File: src/rtl/usr_serial_sequencer_pkg.sv
// rtl/usr_serial_sequencer_pkg.sv - shared usr command codes and sequencer state encoding
package usr_serial_sequencer_pkg;

  localparam logic [1:0] CTRL_HOLD = 2'b00;
  localparam logic [1:0] CTRL_SHR  = 2'b01;
  localparam logic [1:0] CTRL_SHL  = 2'b10;
  localparam logic [1:0] CTRL_LOAD = 2'b11;

  typedef enum logic [1:0] {
    IDLE  = 2'd0,
    LOAD  = 2'd1,
    SHIFT = 2'd2
  } state_t;

endpackage

File: src/rtl/usr_serial_sequencer.sv
// rtl/usr_serial_sequencer.sv - drives a usr to serialize parallel words with backpressure
module usr_serial_sequencer
  import usr_serial_sequencer_pkg::*;
#(
  parameter int WIDTH = 4
) (
  input  logic             clk,
  input  logic             reset,
  input  logic             in_valid,
  input  logic [WIDTH-1:0] in_data,
  input  logic             in_msb_first,
  output logic             in_ready,
  output logic [1:0]       usr_ctrl,
  output logic [WIDTH-1:0] usr_d,
  input  logic [WIDTH-1:0] usr_q,
  output logic             sout_bit,
  output logic             sout_valid,
  input  logic             sout_ready,
  output logic             sout_last
);

  localparam int CW = (WIDTH > 2) ? $clog2(WIDTH) : 1;
  localparam logic [CW-1:0] LAST_IDX = CW'(WIDTH - 1);

  state_t        state;
  state_t        state_nxt;
  logic [CW-1:0] cnt;
  logic [CW-1:0] cnt_nxt;
  logic          order;
  logic          accept;

  assign accept = in_valid && in_ready;

  // State, bit counter, and the word/bit-order captured on the accepting edge.
  always_ff @(posedge clk or negedge reset) begin
    if (!reset) begin
      state <= IDLE;
      cnt   <= '0;
      order <= 1'b0;
      usr_d <= '0;
    end else begin
      state <= state_nxt;
      cnt   <= cnt_nxt;
      if (accept) begin
        usr_d <= in_data;
        order <= in_msb_first;
      end
    end
  end

  // Next state and all handshake/command outputs; in_ready is gated by reset so it drops immediately.
  always_comb begin
    state_nxt  = state;
    cnt_nxt    = cnt;
    usr_ctrl   = CTRL_HOLD;
    in_ready   = 1'b0;
    sout_valid = 1'b0;
    sout_last  = 1'b0;
    sout_bit   = 1'b0;
    case (state)
      IDLE: begin
        in_ready = reset;
        if (in_valid) begin
          state_nxt = LOAD;
        end
      end
      LOAD: begin
        usr_ctrl  = CTRL_LOAD;
        state_nxt = SHIFT;
        cnt_nxt   = '0;
      end
      SHIFT: begin
        sout_valid = 1'b1;
        sout_bit   = order ? usr_q[WIDTH-1] : usr_q[0];
        sout_last  = (cnt == LAST_IDX);
        if (sout_ready) begin
          usr_ctrl = order ? CTRL_SHL : CTRL_SHR;
          if (cnt == LAST_IDX) begin
            state_nxt = IDLE;
            cnt_nxt   = '0;
          end else begin
            cnt_nxt = cnt + 1'b1;
          end
        end
      end
      default: begin
        state_nxt = IDLE;
      end
    endcase
  end

endmodule

File: config.mk
export PLATFORM = sky130hd
export DESIGN_NAME = usr_serial_sequencer
export DESIGN_NICKNAME = d
export VERILOG_FILES = /design/src/rtl/usr_serial_sequencer_pkg.sv /design/src/rtl/usr_serial_sequencer.sv
export SDC_FILE = /design/constraint.sdc
export NUM_CORES = 1
export LEC_CHECK = 0
export CORE_AREA = 2 2 39 41
export DETAILED_ROUTE_END_ITERATION = 16
export DIE_AREA = 0 0 41 43
export DONT_BUFFER_PORTS = 1
export GPL_ROUTABILITY_DRIVEN = 0
export GPL_TIMING_DRIVEN = 0
export SETUP_SLACK_MARGIN = 0.02
export SLEW_MARGIN = 25
export SYNTH_ARGS = -nofsm -noshare
export SYNTH_HDL_FRONTEND = slang
export SYNTH_SLANG_ARGS = --single-unit
File: constraint.sdc
create_clock -name clk -period 2.15 [get_ports clk]
set_input_delay 0.3225 -clock clk [delete_from_list [all_inputs] [get_ports clk]]
set_output_delay 0.3225 -clock clk [all_outputs]
set_load 0.01 [all_outputs]
==> results_dict.tcl, run 1 <==
set metrics [dict create \
    status "complete, no violations" \
    clkLatencyLatePin_ps 250 \
    ys.warnings.count 0 \
    cp_data_required_time_ps 1830 \
    initial_core_util_pct 38.3 \
    relSlewSlack_pct 73.6 \
    final_cell_mix "dfrtp_1 (9), mux2_2 (8), ha_1 (7)" \
    rsz0062_at_grt "no" \
    start_kind "flip-flop" \
    die_x_um 41 \
    worst_ir_drop_vdd_mv 0.388 \
    pin_count 23 \
    drt_iter0_markers 13 \
    fin_setup_tns_ps 0 \
    clockBufferDepth 2 \
    dieArea_um2 1760 \
    endpoint_kind "primary output" \
    viasPerCell 5.21 \
    slew_violations 0 \
    grt_max_degree 10 \
    die_h_um 43 \
    fin_crit_sh_pct 84.2 \
    synth-seq-cells 9 \
    core_area_um2 1380 \
    cap_violations 0 \
    cts_root_buf "clkbuf_4" \
    synth_cell_types 16 \
    finalNonFillerCells 67 \
    worstPathCellList "inv_1 > ha_1 > a31oi_1 > nor2b_1" \
    post_dp_cell_area_um2 551 \
    period_minus_slack_ps 1810 \
    hold_viol 0 \
    synth_nets 66 \
    fmax_mhz 552 \
    num_rows 14 \
    grt_antenna_before_repair 0 \
    cpPeakStageDelay_ps 410 \
    clock_sinks 9 \
    yosysSeqAreaShare_pct 42.5 \
    grt_pass1_vias 306 \
    placed_cells 62 \
    wl_per_cell_um 12.7 \
    synth_area_um2 531 \
    drc 0 \
    grtUsageTotal_pct 11.3 \
    diodes 0 \
    grt_overflow_total 0 \
    powerDensity_nw_per_um2 1360 \
    drive_gt1_share_pct 23.5 \
    hpwl_um 689 \
    syn_avg_cell_area_um2 11.5 \
    critPathSlowestCell "dfrtp_1" \
    tritoncts "built" \
    critPathArrivalTime_ps 1490 \
    worstSetupPathType "flip-flop to primary output" \
    ant_nets 0 \
    fin_hold_ws_ps 216 \
    cts.clk_slew.worst_paths_ps 60 \
    design_area_um2 587 \
    grt_pass1_wl_um 1300 \
    nets 72 \
    layout_commonest_cell "dfrtp_1" \
    cts_buffers 3 \
    area_growth_pct 10.6 \
    p_leak_nw 0.277 \
    min_path_type "primary input to flip-flop" \
    num_vias 349 \
    cts_max_level 1 \
    port_buffers 0 \
    synthCells 46 \
    first_pass_iters 4 \
    totalWireLength_um 851 \
    worst_pin_slew_ps 394 \
    fin_worst_skew_ps 2.14 \
    critPathMaxFanout 7 \
    setup_viol 0 \
]
[path summary, 6_finish.rpt]
| path | startpoint | endpoint | slack, ps | cells after the start |
|---|---|---|---|---|
| worst min register to register | cnt[1] | cnt[1] | 530 | 1 |
| max in group asynchronous | reset | state[0] | 1440 | 1 |
| worst max register to register | state[0] | state[1] | 370 | 4 |
| worst min-delay path | in_msb_first | order | 220 | 1 |
| min in group asynchronous | reset | usr_d[2] | 430 | 1 |
| worst max-delay path | state[0] | usr_ctrl[1] | 340 | 4 |
[report_power, final]
| part | total [mW] | leakage (nW) | switching [mW] | internal (mW) |
|---|---|---|---|---|
| sequential | 0.331 | 0.111 | 0.0815 | 0.249 |
| clock | 0.123 | 0.0150 | 0.0519 | 0.0710 |
| combinational | 0.342 | 0.151 | 0.165 | 0.178 |
[cell usage after synthesis]
cell / n / area [µm²]
nor2b_1: 2 / 12.5
nand2_1: 3 / 11.3
and2_1: 2 / 12.5
a222oi_1: 1 / 10.0
nand3b_1: 1 / 7.51
a31oi_1: 1 / 6.26
o21ai_0: 1 / 5.00
ha_1: 7 / 87.6
mux2_2: 8 / 90.1
nor2_1: 2 / 7.51
inv_2: 1 / 3.75
o21a_1: 1 / 7.51
dfrtp_1: 9 / 225
mux2i_1: 2 / 20.0
a22o_1: 1 / 8.76
inv_1: 4 / 15.0
[routing by layer]
metal / vias up / share of wire, % / global-route usage (%)
li1: 168 / - / -
met1: 169 / 42 / 12.4
met2: 10 / 53 / 16.6
met3: 2 / 4.3 / 6.28
met4: 0 / 0.94 / 6.00
met5: - / 0 / 0
[worst max-delay path: cells and delay by family (launching register included)]
kind,cells,cell delay [ps]
AO/OA/AOI/OAI,1,130
flip-flops,1,410
buffers and inverters,1,130
adder cells (fa/ha/maj),1,360
AND/OR/NAND/NOR,1,210
[layout make-up]
type	count	area (µm²)
Sequential cell	9	225
Timing Repair Buffer	1	10.0
Tap cell	16	20.0
Fill cell	145	797
Clock buffer	4	26.3
Multi-Input combinational cell	32	287
Inverter	5	18.8
[stage by stage]
stage                     total power, mW  setup WS, ps  util [%]
after floorplan                     0.612           469         -
after global placement              0.671           362      39.8
after detailed placement            0.679           369      39.8
after CTS                           0.815           311      42.4
after global routing                0.871           218      42.4
final                               0.796           339      42.4
[sequential cells by signal, summed over array words and instances (netlist names)]
signal and cells:
usr_d 4, cnt 2, order 1, state 2
[what timing repair did]
item	4_1_cts	5_1_grt
resized for setup	0	0
endpoints found under the hold margin	9	0
setup buffers	0	0
hold buffers	1	0
[kinds of logic (layout without fill, tap and decap cells)]
family                   count (synthesis)  count (layout)  share of synthesized area, %
buffers and inverters                    5              10                          3.54
multiplexers                            10              10                          20.8
flip-flops                               9               9                          42.5
AO/OA/AOI/OAI                            5               5                          7.08
adder cells (fa/ha/maj)                  7               7                          16.5
AND/OR/NAND/NOR                         10              10                          9.67
(Power assumes the default switching activity.)
==> inputs of run 2 (changes only) <==
- clock period: 2.15 -> 1.5 ns (I/O delays scaled with it)
==> run 2 against run 1 <==
  * The flow now finishes with violations (negative setup slack)
  * Final area up 9.6%
  * Flip-flop and latch count unchanged
  * Die area unchanged
  * Combinational power up 88%
  * Sequential power up 46%
  * Wire length up 2.6%
  * Count of clock-buffer cells in the layout unchanged
  * Via count down 4.0%
  * Clock power up 44%
  * Worst setup slack worse by 400 ps
  * Sequential share of layout area down 3.2 points
  * Critical path type is now flip-flop to flip-flop
  * Largest power group unchanged
==> results_dict.tcl, run 2 (synthesized netlist as in run 1, its figures left out) <==
set metrics [dict create \
    status "finished with violations" \
    violations "negative setup slack" \
    grt_pass1_vias 294 \
    first_pass_iters 4 \
    totalWireLength_um 873 \
    num_vias 335 \
    ant_nets 0 \
    cp_data_required_time_ps 1630 \
    r2r-end "state[1]" \
    fmax_mhz 643 \
    critPathMaxFanout 7 \
    fin_setup_tns_ps -105 \
    port_buffers 0 \
    pin_count 23 \
    r2r.worst_path.cells 4 \
    hold_depth 1 \
    tritoncts "built" \
    powerDensity_nw_per_um2 2030 \
    use_met1_pct 13.5 \
    fin_hold_ws_ps 117 \
    hold_viol 0 \
    clockBufferDepth 2 \
    cts_max_level 1 \
    cap_violations 0 \
    setup_viol 2 \
    rsz0062_at_grt "yes" \
    post_dp_cell_area_um2 566 \
    dieArea_um2 1760 \
    drc 0 \
    r2r_start "state[1]" \
    endpoint_kind "flip-flop" \
    filler_cell_count 131 \
    setup_ws_ps -55.9 \
    final_util_pct 46.5 \
    grt_overflow_total 0 \
    slew_violations 0 \
    worst_pin_slew_ps 376 \
    design_area_um2 643 \
    grtUsageTotal_pct 11.4 \
    regMostFlops "usr_d" \
    worstSetupPathType "flip-flop to flip-flop" \
    critPathArrivalTime_ps 1690 \
    die_x_um 41 \
    drive_gt1_share_pct 45.3 \
    min_to "order" \
    num_rows 14 \
    clkLatencyLatePin_ps 250 \
    drt_iter0_markers 5 \
    largest_register_ff_count 4 \
    hold_start "in_msb_first" \
    fin_crit_sh_pct 104 \
    die_h_um 43 \
    core_area_um2 1380 \
    busiest_layer "met2" \
    diodes 0 \
    hpwl_um 670 \
    area_growth_pct 21.2 \
    grt_pass1_wl_um 1280 \
    cts_root_buf "clkbuf_4" \
    gr-usage-met2_pct 15.9 \
    relSlewSlack_pct 74.8 \
    grt_max_degree 10 \
    min_path_type "primary input to flip-flop" \
    initial_core_util_pct 38.3 \
    cts.clk_slew.worst_paths_ps 60 \
    start_kind "flip-flop" \
    clock_sinks 9 \
    p_leak_nw 0.300 \
    fin_worst_skew_ps 4.07 \
    period_minus_slack_ps 1560 \
    final_cell_mix "dfrtp_1 (8), mux2_2 (6), ha_1 (4)" \
    met3_usage_pct 9.42 \
    r2r_setup_slack_ps -60 \
    nets 74 \
    wl_per_cell_um 12.7 \
    startpoint "state[1]" \
    grt_antenna_before_repair 0 \
    reg_top3 "usr_d x4, cnt x2, state x2" \
    viasPerCell 4.86 \
    cts_buffers 3 \
    p_total_mw 1.30 \
    worst_ir_drop_vdd_mv 0.828 \
    layout_commonest_cell "dfrtp_1" \
]
## run 2: cell types whose count changed in the layout (fill, tap and decap cells not counted), sizes merged
cell / delta
buf: +2
## run 2: critical path: stages (launching register included)
cell	delay (ps)
dfrtp_2	450
ha_4	210
a222oi_1	310
buf_4	180
mux2_4	290
## run 2: through the flow
step                      worst slack, ps  instances
after floorplan                     -19.7         46
after global placement               -111         62
after detailed placement             -148         62
after CTS                           -54.2         69
after global routing                 -129         69
final                               -55.9         69
## run 2: repair_timing
item	4_1_cts	5_1_grt
endpoints found under the hold margin	9	0
endpoints found under the setup margin	10	7
setup buffers	2	0
pin swaps	3	0
hold buffers	1	0
resized for setup	8	2
## run 2: worst max path at each step
stage	to	slack, ps	cells past startpoint
floorplan	state[0]	-20	4
global placement	state[0]	-110	4
detailed placement	state[1]	-150	4
CTS	state[1]	-50	4
global route	state[1]	-130	4
finish	state[1]	-60	4
## run 2: final cells by class
cell class	instances	area, µm²	area share (%)
multi-input combinational	32	327	50.8
timing repair buffer	3	25.0	3.89
inverter	5	18.8	2.92
clock buffer	4	26.3	4.09
sequential	9	226	35.2
tap	16	20.0	3.11
## run 2: routing by layer
layer	vias up	share of wire, %
li1	169	-
met1	159	44
met2	7	51
met3	0	5.3
met4	0	0
met5	-	0
## run 2: power by group
part	switching [mW]	leakage (nW)	total [mW]	internal (mW)
clock network	0.0750	0.0150	0.177	0.102
logic	0.286	0.175	0.644	0.358
registers	0.122	0.110	0.482	0.360
total	0.483	0.300	1.30	0.819
